`config.mk`:
```
export PLATFORM = sky130hd
export DESIGN_NAME = seq_magnitude_comparator_flat
export DESIGN_NICKNAME = d
export VERILOG_FILES = /design/src/rtl/seq_magnitude_comparator_if.sv /design/src/rtl/seq_magnitude_comparator.sv /design/src/flat_wrapper.sv
export SDC_FILE = /design/constraint.sdc
export NUM_CORES = 1
export LEC_CHECK = 0
export ABC_CLOCK_PERIOD_IN_PS = 1600
export CAP_MARGIN = 30
export CORE_MARGIN = 10
export CORE_UTILIZATION = 45
export DETAILED_ROUTE_END_ITERATION = 10
export PLACE_DENSITY = 0.76
export SETUP_SLACK_MARGIN = 0.5
export SYNTH_ARGS = -nofsm -noshare
export SYNTH_HDL_FRONTEND = slang
export SYNTH_SLANG_ARGS = --single-unit
```
`constraint.sdc`:
```
create_clock -name clk -period 1.6 [get_ports clk]
set_clock_uncertainty 0.05 [all_clocks]
set_input_delay 0.4 -clock clk [delete_from_list [all_inputs] [get_ports clk]]
set_output_delay 0.4 -clock clk [all_outputs]
set_load 0.005 [all_outputs]
```
`src/rtl/seq_magnitude_comparator_if.sv`:
```
// Operand/handshake bundle for seq_magnitude_comparator; the master drives operands and start, the slave returns status and result.
interface seq_magnitude_comparator_if #(
  parameter int WIDTH = 16
);
  logic             start;
  logic [WIDTH-1:0] a;
  logic [WIDTH-1:0] b;
  logic             signed_mode;
  logic             l;
  logic             g;
  logic             q;
  logic             busy;
  logic             done;
  logic             lt;
  logic             gt;
  logic             eq;

  modport master (
    output start, a, b, signed_mode, l, g, q,
    input  busy, done, lt, gt, eq
  );

  modport slave (
    input  start, a, b, signed_mode, l, g, q,
    output busy, done, lt, gt, eq
  );
endinterface

```
`src/rtl/seq_magnitude_comparator.sv`:
```
// Multi-cycle MSB-first magnitude comparator, DIGIT bits/cycle; done NUM+1 cycles after start (earlier with SEQ_CMP_EARLY_EXIT_EN).
// No backpressure: start is ignored while busy; lt/gt/eq hold until the next done.
module seq_magnitude_comparator #(
  parameter int WIDTH = 16,
  parameter int DIGIT = 4
) (
  input  logic                       clk,
  input  logic                       rst,
  seq_magnitude_comparator_if.slave  bus
);
  localparam int NUM  = WIDTH / DIGIT;
  localparam int IDXW = (NUM > 1) ? $clog2(NUM) : 1;
  localparam logic [WIDTH-1:0] MSB_MASK = {1'b1, {(WIDTH-1){1'b0}}};

  typedef enum logic {IDLE = 1'b0, RUN = 1'b1} state_t;

  state_t            state_q, state_d;
  logic [WIDTH-1:0]  a_q, a_d, b_q, b_d;
  logic [IDXW-1:0]   idx_q, idx_d;
  logic              dec_q, dec_d, dlt_q, dlt_d;
  logic              l_q, l_d, g_q, g_d;
  logic              done_q, done_d;
  logic              lt_q, lt_d, gt_q, gt_d, eq_q, eq_d;

  logic [DIGIT-1:0]  a_dig, b_dig;
  logic              dig_ne, dig_lt, cur_dec, cur_lt, last;
  logic              unused_q;

  // Operands shift left each step, so the digit under test is always the top one.
  assign a_dig   = a_q[WIDTH-1 -: DIGIT];
  assign b_dig   = b_q[WIDTH-1 -: DIGIT];
  assign dig_ne  = (a_dig != b_dig);
  assign dig_lt  = (a_dig < b_dig);
  assign cur_dec = dec_q | dig_ne;
  assign cur_lt  = dec_q ? dlt_q : dig_lt;

`ifdef SEQ_CMP_EARLY_EXIT_EN
  assign last = (idx_q == '0) || dig_ne;
`else
  assign last = (idx_q == '0);
`endif

  // The equal cascade bit never affects the outcome: a full tie without g/l reports eq.
  assign unused_q = bus.q;

  always_comb begin
    state_d = state_q;
    a_d     = a_q;
    b_d     = b_q;
    idx_d   = idx_q;
    dec_d   = dec_q;
    dlt_d   = dlt_q;
    l_d     = l_q;
    g_d     = g_q;
    done_d  = 1'b0;
    lt_d    = lt_q;
    gt_d    = gt_q;
    eq_d    = eq_q;
    case (state_q)
      IDLE: begin
        if (bus.start) begin
          state_d = RUN;
          a_d     = bus.signed_mode ? (bus.a ^ MSB_MASK) : bus.a;
          b_d     = bus.signed_mode ? (bus.b ^ MSB_MASK) : bus.b;
          idx_d   = IDXW'(NUM - 1);
          dec_d   = 1'b0;
          dlt_d   = 1'b0;
          l_d     = bus.l;
          g_d     = bus.g;
        end
      end
      RUN: begin
        a_d   = a_q << DIGIT;
        b_d   = b_q << DIGIT;
        idx_d = idx_q - IDXW'(1);
        dec_d = cur_dec;
        dlt_d = cur_lt;
        if (last) begin
          state_d = IDLE;
          done_d  = 1'b1;
          if (cur_dec) begin
            lt_d = cur_lt;
            gt_d = ~cur_lt;
            eq_d = 1'b0;
          end else begin
            gt_d = g_q;
            lt_d = ~g_q & l_q;
            eq_d = ~g_q & ~l_q;
          end
        end
      end
      default: state_d = IDLE;
    endcase
  end

  always_ff @(posedge clk) begin
    if (rst) begin
      state_q <= IDLE;
      a_q     <= '0;
      b_q     <= '0;
      idx_q   <= '0;
      dec_q   <= 1'b0;
      dlt_q   <= 1'b0;
      l_q     <= 1'b0;
      g_q     <= 1'b0;
      done_q  <= 1'b0;
      lt_q    <= 1'b0;
      gt_q    <= 1'b0;
      eq_q    <= 1'b0;
    end else begin
      state_q <= state_d;
      a_q     <= a_d;
      b_q     <= b_d;
      idx_q   <= idx_d;
      dec_q   <= dec_d;
      dlt_q   <= dlt_d;
      l_q     <= l_d;
      g_q     <= g_d;
      done_q  <= done_d;
      lt_q    <= lt_d;
      gt_q    <= gt_d;
      eq_q    <= eq_d;
    end
  end

  assign bus.busy = (state_q == RUN);
  assign bus.done = done_q;
  assign bus.lt   = lt_q;
  assign bus.gt   = gt_q;
  assign bus.eq   = eq_q;
endmodule
```
`src/flat_wrapper.sv`:
```
// flat-port wrapper written by rule: the top's interface ports become plain ports
module seq_magnitude_comparator_flat 
#(
  parameter int WIDTH = 16,
  parameter int DIGIT = 4
)
  (clk, rst, bus_start, bus_a, bus_b, bus_signed_mode, bus_l, bus_g, bus_q, bus_busy, bus_done, bus_lt, bus_gt, bus_eq);
  seq_magnitude_comparator_if #(.WIDTH(WIDTH)) bus_i ();
  input  logic clk;
  input  logic rst;
  input wire logic [$bits(bus_i.start)-1:0] bus_start;
  input wire logic [$bits(bus_i.a)-1:0] bus_a;
  input wire logic [$bits(bus_i.b)-1:0] bus_b;
  input wire logic [$bits(bus_i.signed_mode)-1:0] bus_signed_mode;
  input wire logic [$bits(bus_i.l)-1:0] bus_l;
  input wire logic [$bits(bus_i.g)-1:0] bus_g;
  input wire logic [$bits(bus_i.q)-1:0] bus_q;
  output wire logic [$bits(bus_i.busy)-1:0] bus_busy;
  output wire logic [$bits(bus_i.done)-1:0] bus_done;
  output wire logic [$bits(bus_i.lt)-1:0] bus_lt;
  output wire logic [$bits(bus_i.gt)-1:0] bus_gt;
  output wire logic [$bits(bus_i.eq)-1:0] bus_eq;
  assign bus_i.start = bus_start;
  assign bus_i.a = bus_a;
  assign bus_i.b = bus_b;
  assign bus_i.signed_mode = bus_signed_mode;
  assign bus_i.l = bus_l;
  assign bus_i.g = bus_g;
  assign bus_i.q = bus_q;
  assign bus_busy = bus_i.busy;
  assign bus_done = bus_i.done;
  assign bus_lt = bus_i.lt;
  assign bus_gt = bus_i.gt;
  assign bus_eq = bus_i.eq;
  seq_magnitude_comparator #(.WIDTH(WIDTH), .DIGIT(DIGIT)) u_core (.clk(clk), .rst(rst), .bus(bus_i));
endmodule
```
---- After elaboration in Yosys (flattened, before gate mapping) ----
Cells that the tools add are included.
storage, ports and cells
  word-level logic and storage cells ...... 48
  output and inout bits ................... 5
  register bits after elaboration ......... 43
  input bits .............................. 39
cells by class
  eq/ne operators ......................... 2
  bitwise logic cells ..................... 9
  add/sub/neg operators ................... 1
  muxes and demuxes ....................... 19
  $lt $le $gt $ge ......................... 1
  reductions and logical operators ........ 4
operators by type and width
  cell                                               number
  2-to-1 mux 16 bit                                  4
  case mux 16 bit (2 select lines)                   2
  2-to-1 mux 1 bit                                   8
  inverter 1 bit                                     6
  case mux 1 bit (2 select lines)                    3
  < comparator 4 bit                                 1
  inequality test 4 bit                              1
  case mux 2 bit (2 select lines)                    1
  AND reduction 2 bit                                2
  AND 1 bit                                          2
  zero test 2 bit                                    1
  2-to-1 mux 2 bit                                   1
  inequality test 2 bit (second input constant)      1
  OR reduction 2 bit                                 1
  subtractor 2 x 1 -> 2 bit (second input constant)  1
  bitwise OR 1 bit                                   1

---- Logic depth before layout (Yosys ltp) ----
Gate-level depths: netlist (run 1).
  depth after elaboration ................. 4
  depth in mapped cells ................... 6
  depth with buffers taken out ............ 6

---- Worst setup path before layout (run 1) ----
Ideal clock, no wire load.
  path kind ............................... flip-flop to flip-flop
  from .................................... register u_core.b_q[15]
  to ...................................... register u_core.eq_q, in the netlist u_core.bus.eq
  library setup time ...................... 64 ps
  setup slack ............................. 70 ps
  data required time ...................... 1486 ps
  period minus slack after synthesis ...... 1530 ps
  cell stages (with the launch flop) ...... 7
  path buffers ............................ 0
  data arrival time ....................... 1416 ps
  cell sequence ........................... dfxtp_1 inv_1 ha_1 nand4_1 or2_4 o41a_1 nor2_1
on the way
  longest elaborated chain between the ends .. 3
RTL lines
  item                    RTL line                         RTL
  start, declared         seq_magnitude_comparator.sv:18   logic [WIDTH-1:0] a_q, a_d, b_q, b_d;
  start signal, assigned  seq_magnitude_comparator.sv:100  b_q <= '0;
  start signal, assigned  seq_magnitude_comparator.sv:113  b_q <= b_d;
  inequality test 4 bit   seq_magnitude_comparator.sv:32   assign dig_ne = (a_dig != b_dig);
  bitwise OR 1 bit        seq_magnitude_comparator.sv:34   assign cur_dec = dec_q | dig_ne;
  2-to-1 mux 1 bit        seq_magnitude_comparator.sv:81   if (cur_dec) begin
  end signal, assigned    seq_magnitude_comparator.sv:122  eq_q <= eq_d;
  end, declared           seq_magnitude_comparator.sv:23   logic lt_q, lt_d, gt_q, gt_d, eq_q, eq_d;
No other way between the ends.
A chain may end at the register's enable or synchronous reset.

---- Worst setup path after layout (run 1) ----
  from .................................... register u_core.b_q[13]
  to ...................................... register u_core.gt_q, in the netlist u_core.bus.gt
on the way
  longest elaborated chain between the ends .. 4
  elaborated cells on any way between the ends .. 6
  classes of those cells .................. order compare: 1; eq/ne: 1; mux: 2; bitwise: 2
RTL lines
  item                  RTL line                         RTL
  < comparator 4 bit    seq_magnitude_comparator.sv:33   assign dig_lt = (a_dig < b_dig);
  2-to-1 mux 1 bit      seq_magnitude_comparator.sv:35   assign cur_lt = dec_q ? dlt_q : dig_lt;
  inverter 1 bit        seq_magnitude_comparator.sv:83   gt_d = ~cur_lt;
  2-to-1 mux 1 bit (*)  seq_magnitude_comparator.sv:81
  end signal, assigned  seq_magnitude_comparator.sv:121  gt_q <= gt_d;
  end, declared         seq_magnitude_comparator.sv:23
Every way passes the cells marked *; elsewhere a longest branch is shown, timed or not.

==> results.py, run 1 <==
metrics = {
    "floorplanning": {
        "initial_core_util_pct": 47.7,
        "rows": 23,
        "die-width_um": 85.8,
        "die_area_um2": 7360,
        "design.core.area_um2": 4090,
        "ios": 44,
        "die_h_um": 85.8,
    },
    "global_routing": {
        "grt_overflow": 0,
        "grt_pass1_wl_um": 7700,
        "grt_max_degree": 32,
        "grt_pass1_vias": 1649,
        "grt_usage_pct": 12.8,
        "antenna_found_initial": 0,
    },
    "pwr": {
        "swShare_pct": 29.7,
        "p_int_w": 0.00193,
        "p_switching_w": 0.000817,
        "ir_worst_vdd_mv": 0.582,
        "p_per_area_nw_per_um2": 861,
        "p_seq_share_pct": 44.3,
        "power.leakage_nw": 1.27,
        "p_clk_share_pct": 25.3,
        "combPwrFrac_pct": 30.4,
    },
    "critical_path": {
        "worstPathRequired_ns": 1.74,
        "critPathSlowestCell": "dfxtp_2",
        "r2r_start": "u_core.b_q[13]",
        "path_delay_family": "compound AO/OA/AOI/OAI gates",
        "critical_path_depth": 7,
        "critPathMaxStageDelay_ns": 0.35,
        "cp_max_fo": 2,
        "path_common_cell": "o21a_1",
        "crit_path_end": "u_core.bus.gt",
        "crit_start": "u_core.b_q[13]",
        "reg2reg_to": "u_core.bus.gt",
        "path_class": "flop to flop",
        "crit_chain": "inv_2, ha_4, nand4_1, buf_4, o21a_1, a21boi_1, o21a_1",
        "rrSetupSlack_ns": -0.003,
        "cp-end-kind": "flop",
        "arrival_ns": 1.75,
        "r2r_cells": 7,
        "critical_path.startpoint_type": "flop",
        "critPathBufInv": 2,
    },
    "cts": {
        "cts_buffers": 5,
        "clk_pin_slew_worst_paths_ns": 0.08,
        "cts_root_buf": "clkbuf_8",
        "clock_sinks": 43,
        "cts_max_path_buffers": 2,
        "clk_latency_ns": 0.30,
        "htreeDepth": 2,
        "cts_tree": "done",
        "cts_hold_buf": 0,
    },
    "timing": {
        "max_freq_ghz": 0.624,
        "slew_headroom_pct": 79.4,
        "maxSlewViolCount": 0,
        "setup-violations-final": 1,
        "period_minus_slack_ns": 1.60,
        "worstMarginPinSlew_ns": 0.300,
        "setup_ws_ns": -0.00254,
        "rsz0062_at_grt": "yes",
        "period_share_pct": 100,
        "hold_viol_final": 0,
        "hold_slack_ns": 0.410,
    },
    "cells_and_area": {
        "syn2layout_area_growth_pct": 63.9,
        "drive_above_1_share_pct": 41.9,
        "fill_cells": 258,
        "final_nets": 328,
        "final_util_pct": 78.2,
    },
    "logic_synthesis": {
        "ys_seq_area_share_pct": 44.2,
        "syn_inst": 229,
        "ys_types": 29,
        "synth_seq_cells": 43,
        "yosys_warnings": 0,
        "syn_avg_cell_area_um2": 8.51,
        "netlist_area_um2": 1950,
        "syn_nets": 273,
    },
    "detailed_routing": {
        "vias": 1827,
        "dr.pass1.iters": 4,
        "dr_wl_met2_um": 2960,
        "wl_per_cell_um": 18.2,
        "wl_met1_um": 2580,
        "detail-route-antenna-nets": 0,
        "wl_um": 6090,
        "top_layer_used": "met4",
        "dr_wl_met3_um": 378,
        "route.detailed.drc": 0,
        "drt_iter0_drc": 104,
        "viasPerCell": 5.45,
    },
    "placement": {
        "place.port_buffers": 42,
        "gp_congestion": 0.819,
        "dp_hpwl_um": 3020,
    },
    "flow_run": {
        "drv_cap": 0,
    },
    "outcome": {
        "status": "finished, violations left",
        "violations": "setup timing",
    },
    "hold_path": {
        "hp-start": "u_core.idx_q[0]",
        "hold_depth": 1,
        "min_path_type": "flop to flop",
    },
}
cell usage after synthesis:
| library cell | n | area, µm² |
|---|---|---|
| nor2_1 | 66 | 248 |
| dfxtp_1 | 43 | 861 |
| mux2i_1 | 30 | 300 |
| a21oi_1 | 29 | 145 |
| buf_2 | 8 | 40.0 |
| inv_1 | 8 | 30.0 |
| a211oi_1 | 5 | 37.5 |
| ha_1 | 5 | 62.6 |
| clkbuf_1 | 4 | 15.0 |
| nand2_1 | 4 | 15.0 |
| nor3_1 | 3 | 15.0 |
| o21ai_0 | 3 | 15.0 |
| and2_1 | 2 | 12.5 |
| nor2b_1 | 2 | 12.5 |
| o21a_1 | 2 | 15.0 |
| xnor2_1 | 2 | 17.5 |
| a21boi_0 | 1 | 7.51 |
| a311oi_1 | 1 | 8.76 |
| buf_4 | 1 | 7.51 |
| buf_6 | 1 | 11.3 |
| clkbuf_8 | 1 | 13.8 |
| nand3_1 | 1 | 5.00 |
| nand4_1 | 1 | 6.26 |
| nor3b_1 | 1 | 7.51 |
| o211ai_1 | 1 | 7.51 |
| o22ai_1 | 1 | 6.26 |
| o41a_1 | 1 | 11.3 |
| or2_2 | 1 | 6.26 |
| or2_4 | 1 | 8.76 |
sequential cells by signal (all words and copies together) (netlist names):
name and count:
u_core.g_q 1, u_core.bus.gt 1, u_core.a_q 16, u_core.idx_q 2, u_core.bus.busy 1, u_core.bus.lt 1
u_core.b_q 16, u_core.bus.eq 1, u_core.dlt_q 1, u_core.bus.done 1, u_core.l_q 1, u_core.dec_q 1
power by group through the flow:
stage,Sequential (W),Clock (W),Combinational [W]
after floorplan,0.00121,0,0.000327
after global placement,0.00121,0,0.000480
after detailed placement,0.00122,0,0.000491
after CTS,0.00120,0.000709,0.000556
after global routing,0.00123,0.000757,0.000898
final,0.00122,0.000697,0.000836
metrics by stage:
| step | total power (W) | instances | area, µm² | TNS (ns) | worst slack, ns |
|---|---|---|---|---|---|
| after global routing | 0.00288 | 334 | 3190 | -0.285 | -0.108 |
| after CTS | 0.00246 | 325 | 2660 | 0 | 0.0633 |
| after global placement | 0.00169 | 313 | 2440 | 0 | 0.0436 |
| final | 0.00275 | 335 | 3200 | -0.00254 | -0.00254 |
| after floorplan | 0.00153 | 229 | 2010 | 0 | 0.121 |
| after detailed placement | 0.00171 | 313 | 2440 | 0 | 0.0180 |
cells by family after synthesis:
family	count (synthesis)	share of synthesized area, %
simple gates	82	17.3
compound gates	44	13.0
flops	43	44.2
mux	30	15.4
buf+inv	23	6.03
fa+ha+maj	5	3.21
xor+xnor	2	0.899
metal layers:
metal | global-route usage, % | vias to the layer above
li1 | - | 879
met1 | 14.1 | 879
met2 | 21.8 | 55
met3 | 5.01 | 14
met4 | 4.79 | 0
met5 | 0 | -
worst min-delay path by stage:
stage                            to  slack, ns
CTS                 u_core.bus.busy       0.39
global route        u_core.idx_q[0]       0.43
global placement    u_core.idx_q[0]       0.41
floorplan           u_core.idx_q[0]       0.39
finish              u_core.idx_q[0]       0.41
detailed placement  u_core.idx_q[0]       0.42
layout by cell type (no fill, tap or decap), types with 2 or more instances in the layout:
cell,count
nor2_4,17
inv_1,6
buf_4,6
buf_12,3
nor2_1,42
nand2_1,4
inv_2,2
buf_8,2
o21ai_0,3
o21a_1,2
mux2i_1,18
clkdlybuf4s50_1,25
clkbuf_16,3
clkbuf_8,6
mux2i_2,11
buf_16,2
dlymetal6s2s_1,7
buf_6,9
dfxtp_1,33
ha_4,3
a21oi_2,19
a211oi_2,3
a21oi_4,5
nor3_1,2
nor2_2,7
a21oi_1,5
or2_4,2
ha_1,2
dlygate4sd2_1,4
dfxtp_2,9
final cells by class:
type	count	area [µm²]	area share [%]
repair buffers	63	749	23.5
well taps	50	62.6	1.96
diodes	1	2.50	0.0783
clock inverters	1	5.00	0.157
flip-flops and latches	43	876	27.4
clock buffers	6	82.6	2.58
multi-input cells	163	1390	43.4
inverters	8	30.0	0.940
repair_timing:
action	CTS	global route
setup endpoints to repair	46	36
setup buffers	3	4
gates resized for setup	37	113
pin swaps	10	53
cloned	2	5
(Power assumes the default switching activity.)
==> inputs of run 2 (changes only) <==
CORE_UTILIZATION = 56   (was 45)
DONT_BUFFER_PORTS = 1   (was default)
PLACE_DENSITY = 0.74   (was 0.76)
SKIP_LAST_GASP = 1   (was default)
==> run 2 against run 1 <==
  * The run still ends with setup timing left
  * Combinational power decreased by 51%
  * First-iteration DRC count increased by 3.8%
  * Clock power fell by 15%
  * Largest cell class unchanged
  * Critical endpoint is now u_core.bus.eq
  * Power is 20% lower
  * Core utilization shrank 14 points
  * Critical path depth shrank 1
  * Final cell count shrank 18%
==> results.py, run 2 (synthesis gave the netlist of run 1 again) <==
metrics = {
    "outcome": {
        "status": "finished, violations left",
        "violations": "setup timing",
    },
    "cts": {
        "cts_max_path_buffers": 2,
        "cts_hold_buf": 0,
        "clk_latency_ns": 0.34,
        "cts_root_buf": "clkbuf_4",
        "cts_tree": "done",
        "cts_buffers": 5,
        "clock_sinks": 43,
        "htreeDepth": 2,
        "clk_pin_slew_worst_paths_ns": 0.12,
    },
    "critical_path": {
        "worstPathRequired_ns": 1.84,
        "critical_path.startpoint_type": "flop",
        "cp_max_fo": 4,
        "crit_chain": "inv_2, ha_4, nand4_1, or2_4, o41a_1, nor2_1",
        "critPathSlowestCell": "dfxtp_2",
        "arrival_ns": 1.85,
        "path_class": "flop to flop",
        "critPathMaxStageDelay_ns": 0.35,
        "cp-end-kind": "flop",
    },
    "floorplanning": {
        "initial_core_util_pct": 58.0,
        "die_h_um": 79,
        "die_area_um2": 6240,
        "die-width_um": 79,
        "rows": 21,
        "ios": 44,
        "design.core.area_um2": 3360,
    },
    "placement": {
        "place.port_buffers": 0,
        "dp_hpwl_um": 2630,
        "gp_congestion": 0.807,
        "place_area_um2": 1960,
        "dp_slack_ns": 0.0371,
    },
    "timing": {
        "maxSlewViolCount": 0,
        "worstMarginPinSlew_ns": 0.433,
        "final.setup.tns_ns": -0.00818,
        "slew_headroom_pct": 71.0,
        "rsz0062_at_grt": "yes",
        "hold_viol_final": 0,
        "period_share_pct": 101,
        "setup-violations-final": 1,
        "max_freq_ghz": 0.622,
        "hold_slack_ns": 0.0462,
        "period_minus_slack_ns": 1.61,
        "setup_ws_ns": -0.00818,
    },
    "detailed_routing": {
        "wl_um": 3970,
        "detail-route-antenna-nets": 0,
        "vias": 1458,
        "route.detailed.drc": 0,
        "viasPerCell": 5.30,
        "dr.pass1.iters": 5,
        "drt_iter0_drc": 108,
        "wl_per_cell_um": 14.4,
    },
    "cells_and_area": {
        "seq_area_um2": 873,
        "drive_above_1_share_pct": 17.5,
        "layout_commonest_cell": "nor2_1",
        "syn2layout_area_growth_pct": 10.3,
        "fill_cells": 306,
        "multi_input_area_um2": 1060,
        "top_regs": "u_core.a_q x16, u_core.b_q x16, u_core.idx_q x2",
        "final_cell_mix": "66 x nor2_1, 33 x dfxtp_1, 30 x mux2i_1, 27 x a21oi_1, 10 x dfxtp_2",
        "antennaDiodeCount": 0,
        "final_nets": 272,
        "design_area_um2": 2150,
    },
    "global_routing": {
        "grt_pass1_wl_um": 6290,
        "grt_usage_pct": 12.5,
        "grt_pass1_vias": 1349,
        "gr-usage-met3_pct": 7.32,
        "grtUsageMet2_pct": 19.2,
        "grt_overflow": 0,
        "grt_max_degree": 40,
        "antenna_found_initial": 0,
        "busiest_layer": "met2",
        "use_met1_pct": 13.7,
    },
    "hold_path": {
        "min_path_type": "input port to flop",
    },
    "flow_run": {
        "drv_cap": 0,
    },
    "pwr": {
        "p_per_area_nw_per_um2": 1020,
        "ir_worst_vdd_mv": 0.664,
        "power.leakage_nw": 0.907,
        "power_w": 0.00220,
    },
}
[run 2: cell type report]
cell class / instances / area share, %
clock buffers: 8 / 3.20
inverters: 8 / 1.40
multi-input cells: 163 / 49.1
flip-flops and latches: 43 / 40.6
well taps: 46 / 2.68
repair buffers: 7 / 2.97
[run 2: path summary, 6_finish.rpt]
kind	start	endpoint	slack [ns]	cells after the start
setup / recovery	u_core.b_q[15]	u_core.bus.eq	-0.008	6
hold reg to reg	u_core.idx_q[0]	u_core.idx_q[0]	0.39	1
hold / removal	rst	u_core.dlt_q	0.05	1
setup reg to reg	u_core.b_q[15]	u_core.bus.eq	-0.008	6
[run 2: report_power, final]
part | switching, W | internal, W | total (W)
logic | 0.000196 | 0.000212 | 0.000408
clock network | 0.000330 | 0.000259 | 0.000589
registers | 0.0000551 | 0.00115 | 0.00121
[run 2: timing repair]
action	4_1_cts	5_1_grt
gates resized for setup	11	14
hold endpoints to repair	0	0
setup endpoints to repair	24	34
buffers inserted	3	1
pin swaps	7	7
[run 2: metrics by stage]
step           util, %  instances
6_report          63.9        275
5_1_grt           63.9        275
4_1_cts           62.0        274
3_5_place_dp      58.4        263
3_3_place_gp      58.4        263
2_1_floorplan        -        229
[run 2: routing by layer]
layer / up-vias / wire length, µm
li1: 770 / -
met1: 648 / 1720
met2: 35 / 1830
met3: 5 / 368
met4: 0 / 53
met5: - / 0
[run 2: critical path, delay by kind of cell, from the launching register on]
family | cells | cell delay (ns)
and+or+nand+nor | 3 | 0.54
DFF | 1 | 0.35
AOI/OAI and AO/OA | 1 | 0.31
adders and majority gates | 1 | 0.26
buffers and inverters | 1 | 0.04
==> inputs of run 3 (changes only) <==
CORE_UTILIZATION = 59   (was 56)
CTS_BUF_LIST = sky130_fd_sc_hd__clkbuf_4   (was default)
PLACE_DENSITY = 0.78   (was 0.74)
SETUP_SLACK_MARGIN = 0.2   (was 0.5)
==> run 3 against run 2 <==
  * The flow now finishes without violations
  * Sequential cell count stayed put
  * Wire length is 1.0% higher
  * Fmax increased by 4.9%
  * Largest cell class unchanged
  * Register-to-register slack improved by 0.07 ns
  * First-iteration DRC count fell by 10%
  * Sequential power is essentially flat
  * Critical endpoint unchanged
  * Core utilization up 3.5 points
  * Clock-buffer cell count down 3
  * Critical path depth unchanged
  * Worst hold slack better by 0.0073 ns
==> results.py, run 3 (synthesis gave the netlist of run 1 again) <==
metrics = {
    "critical_path": {
        "critPathSlowestCell": "dfxtp_2",
        "critPathMaxStageDelay_ns": 0.35,
        "arrival_ns": 1.77,
        "worstPathRequired_ns": 1.84,
        "cp-end-kind": "flop",
        "critical_path.startpoint_type": "flop",
        "cp_max_fo": 4,
        "path_class": "flop to flop",
        "crit_chain": "inv_2, ha_4, nand4_1, or2_4, o41a_1, nor2_1",
    },
    "detailed_routing": {
        "dr.pass1.iters": 6,
        "route.detailed.drc": 0,
        "vias": 1472,
        "wl_per_cell_um": 14.7,
        "drt_iter0_drc": 97,
        "wl_um": 4010,
        "viasPerCell": 5.41,
        "detail-route-antenna-nets": 0,
    },
    "timing": {
        "period_share_pct": 95.8,
        "rsz0062_at_grt": "yes",
        "max_freq_ghz": 0.652,
        "slew_headroom_pct": 81.0,
        "hold_viol_final": 0,
        "period_minus_slack_ns": 1.53,
        "worstMarginPinSlew_ns": 0.284,
        "maxSlewViolCount": 0,
        "setup-violations-final": 0,
    },
    "outcome": {
        "status": "finished clean",
    },
    "cells_and_area": {
        "layout_commonest_cell": "nor2_1",
        "final_nets": 271,
        "syn2layout_area_growth_pct": 7.32,
        "antennaDiodeCount": 0,
        "top_regs": "u_core.a_q x16, u_core.b_q x16, u_core.idx_q x2",
        "stdcell_count": 272,
        "drive_above_1_share_pct": 14.9,
        "final_util_pct": 67.4,
        "final_cell_mix": "66 x nor2_1, 37 x dfxtp_1, 30 x mux2i_1, 27 x a21oi_1",
    },
    "placement": {
        "gp_congestion": 0.766,
        "dp_hpwl_um": 2790,
        "place.port_buffers": 0,
        "dp_cells": 261,
    },
    "floorplanning": {
        "initial_core_util_pct": 62.8,
        "die_area_um2": 6000,
        "design.core.area_um2": 3100,
        "die_h_um": 77.5,
        "die-width_um": 77.5,
        "ios": 44,
        "rows": 20,
    },
    "cts": {
        "clk_latency_ns": 0.35,
        "cts_tree": "done",
        "htreeDepth": 2,
        "clk_pin_slew_worst_paths_ns": 0.12,
        "cts_root_buf": "clkbuf_4",
        "cts_buffers": 5,
        "clock_sinks": 43,
        "cts_max_path_buffers": 2,
        "cts_hold_buf": 0,
    },
    "global_routing": {
        "grt_overflow": 0,
        "grt_pass1_vias": 1361,
        "grt_pass1_wl_um": 6580,
        "grt_usage_pct": 13.4,
        "grt_max_degree": 40,
        "antenna_found_initial": 0,
    },
    "pwr": {
        "ir_worst_vdd_mv": 0.639,
        "power_w": 0.00208,
        "power.leakage_nw": 0.887,
        "p_per_area_nw_per_um2": 996,
    },
    "flow_run": {
        "drv_cap": 0,
    },
    "hold_path": {
        "min_path_type": "input port to flop",
    },
}
run 3: changes by cell type in the layout (fill, tap and decap cells not counted), sizes merged:
cell	delta
buf	-1
clkbuf	-3
clkinv	+3
run 3: critical path: cells and delay by family (launching register included):
family                   cells  cell delay, ns
AO/OA/AOI/OAI                1            0.31
buffers and inverters        1            0.04
flip-flops                   1            0.35
adder cells (fa/ha/maj)      1            0.27
AND/OR/NAND/NOR              3            0.46
run 3: layer usage:
layer  vias to the layer above  part of all wire [%]  global-route usage [%]  wire, µm
li1                        765                     -                       -         -
met1                       666                    41                    14.8      1650
met2                        37                    50                    21.6      2010
met3                         4                   7.9                    6.91       315
met4                         0                  0.80                    4.93        32
met5                         -                     0                       0         0
run 3: layout make-up:
cell class / count / area [µm²]
tap: 44 / 55.1
inverter: 8 / 30.0
clock inverter: 3 / 15.0
multi-input combinational: 163 / 1040
fill: 270 / 1010
timing repair buffer: 6 / 45.0
clock buffer: 5 / 37.5
sequential: 43 / 868
run 3: worst paths after layout:
| path | from | endpoint | slack, ns | cells after the start |
|---|---|---|---|---|
| setup / recovery | u_core.b_q[15] | u_core.bus.eq | 0.07 | 6 |
| hold / removal | rst | u_core.b_q[15] | 0.05 | 1 |
| setup reg to reg | u_core.b_q[15] | u_core.bus.eq | 0.07 | 6 |
| hold reg to reg | u_core.idx_q[0] | u_core.idx_q[0] | 0.44 | 1 |
run 3: report_power, final:
part	switching (W)	internal, W
combinational	0.000185	0.000193
sequential	0.0000559	0.00115
clock	0.000336	0.000164
run 3: repair_timing:
item                                    CTS  global route
endpoints found under the setup margin    6             6
buffers inserted                          3             0
resized for setup                        12             6
pin swaps                                 7             3
run 3: through the flow:
stage	instance area, µm²	setup WS, ns	hold WS [ns]	setup TNS, ns
final	2090	0.0667	0.0535	0
after global routing	2090	-0.0163	0.0219	-0.0163
after CTS	2070	0.0789	0.0312	0
after detailed placement	1950	0.0285	0.420	0
after global placement	1950	0.0515	0.396	0
after floorplan	1960	0.120	0.386	0
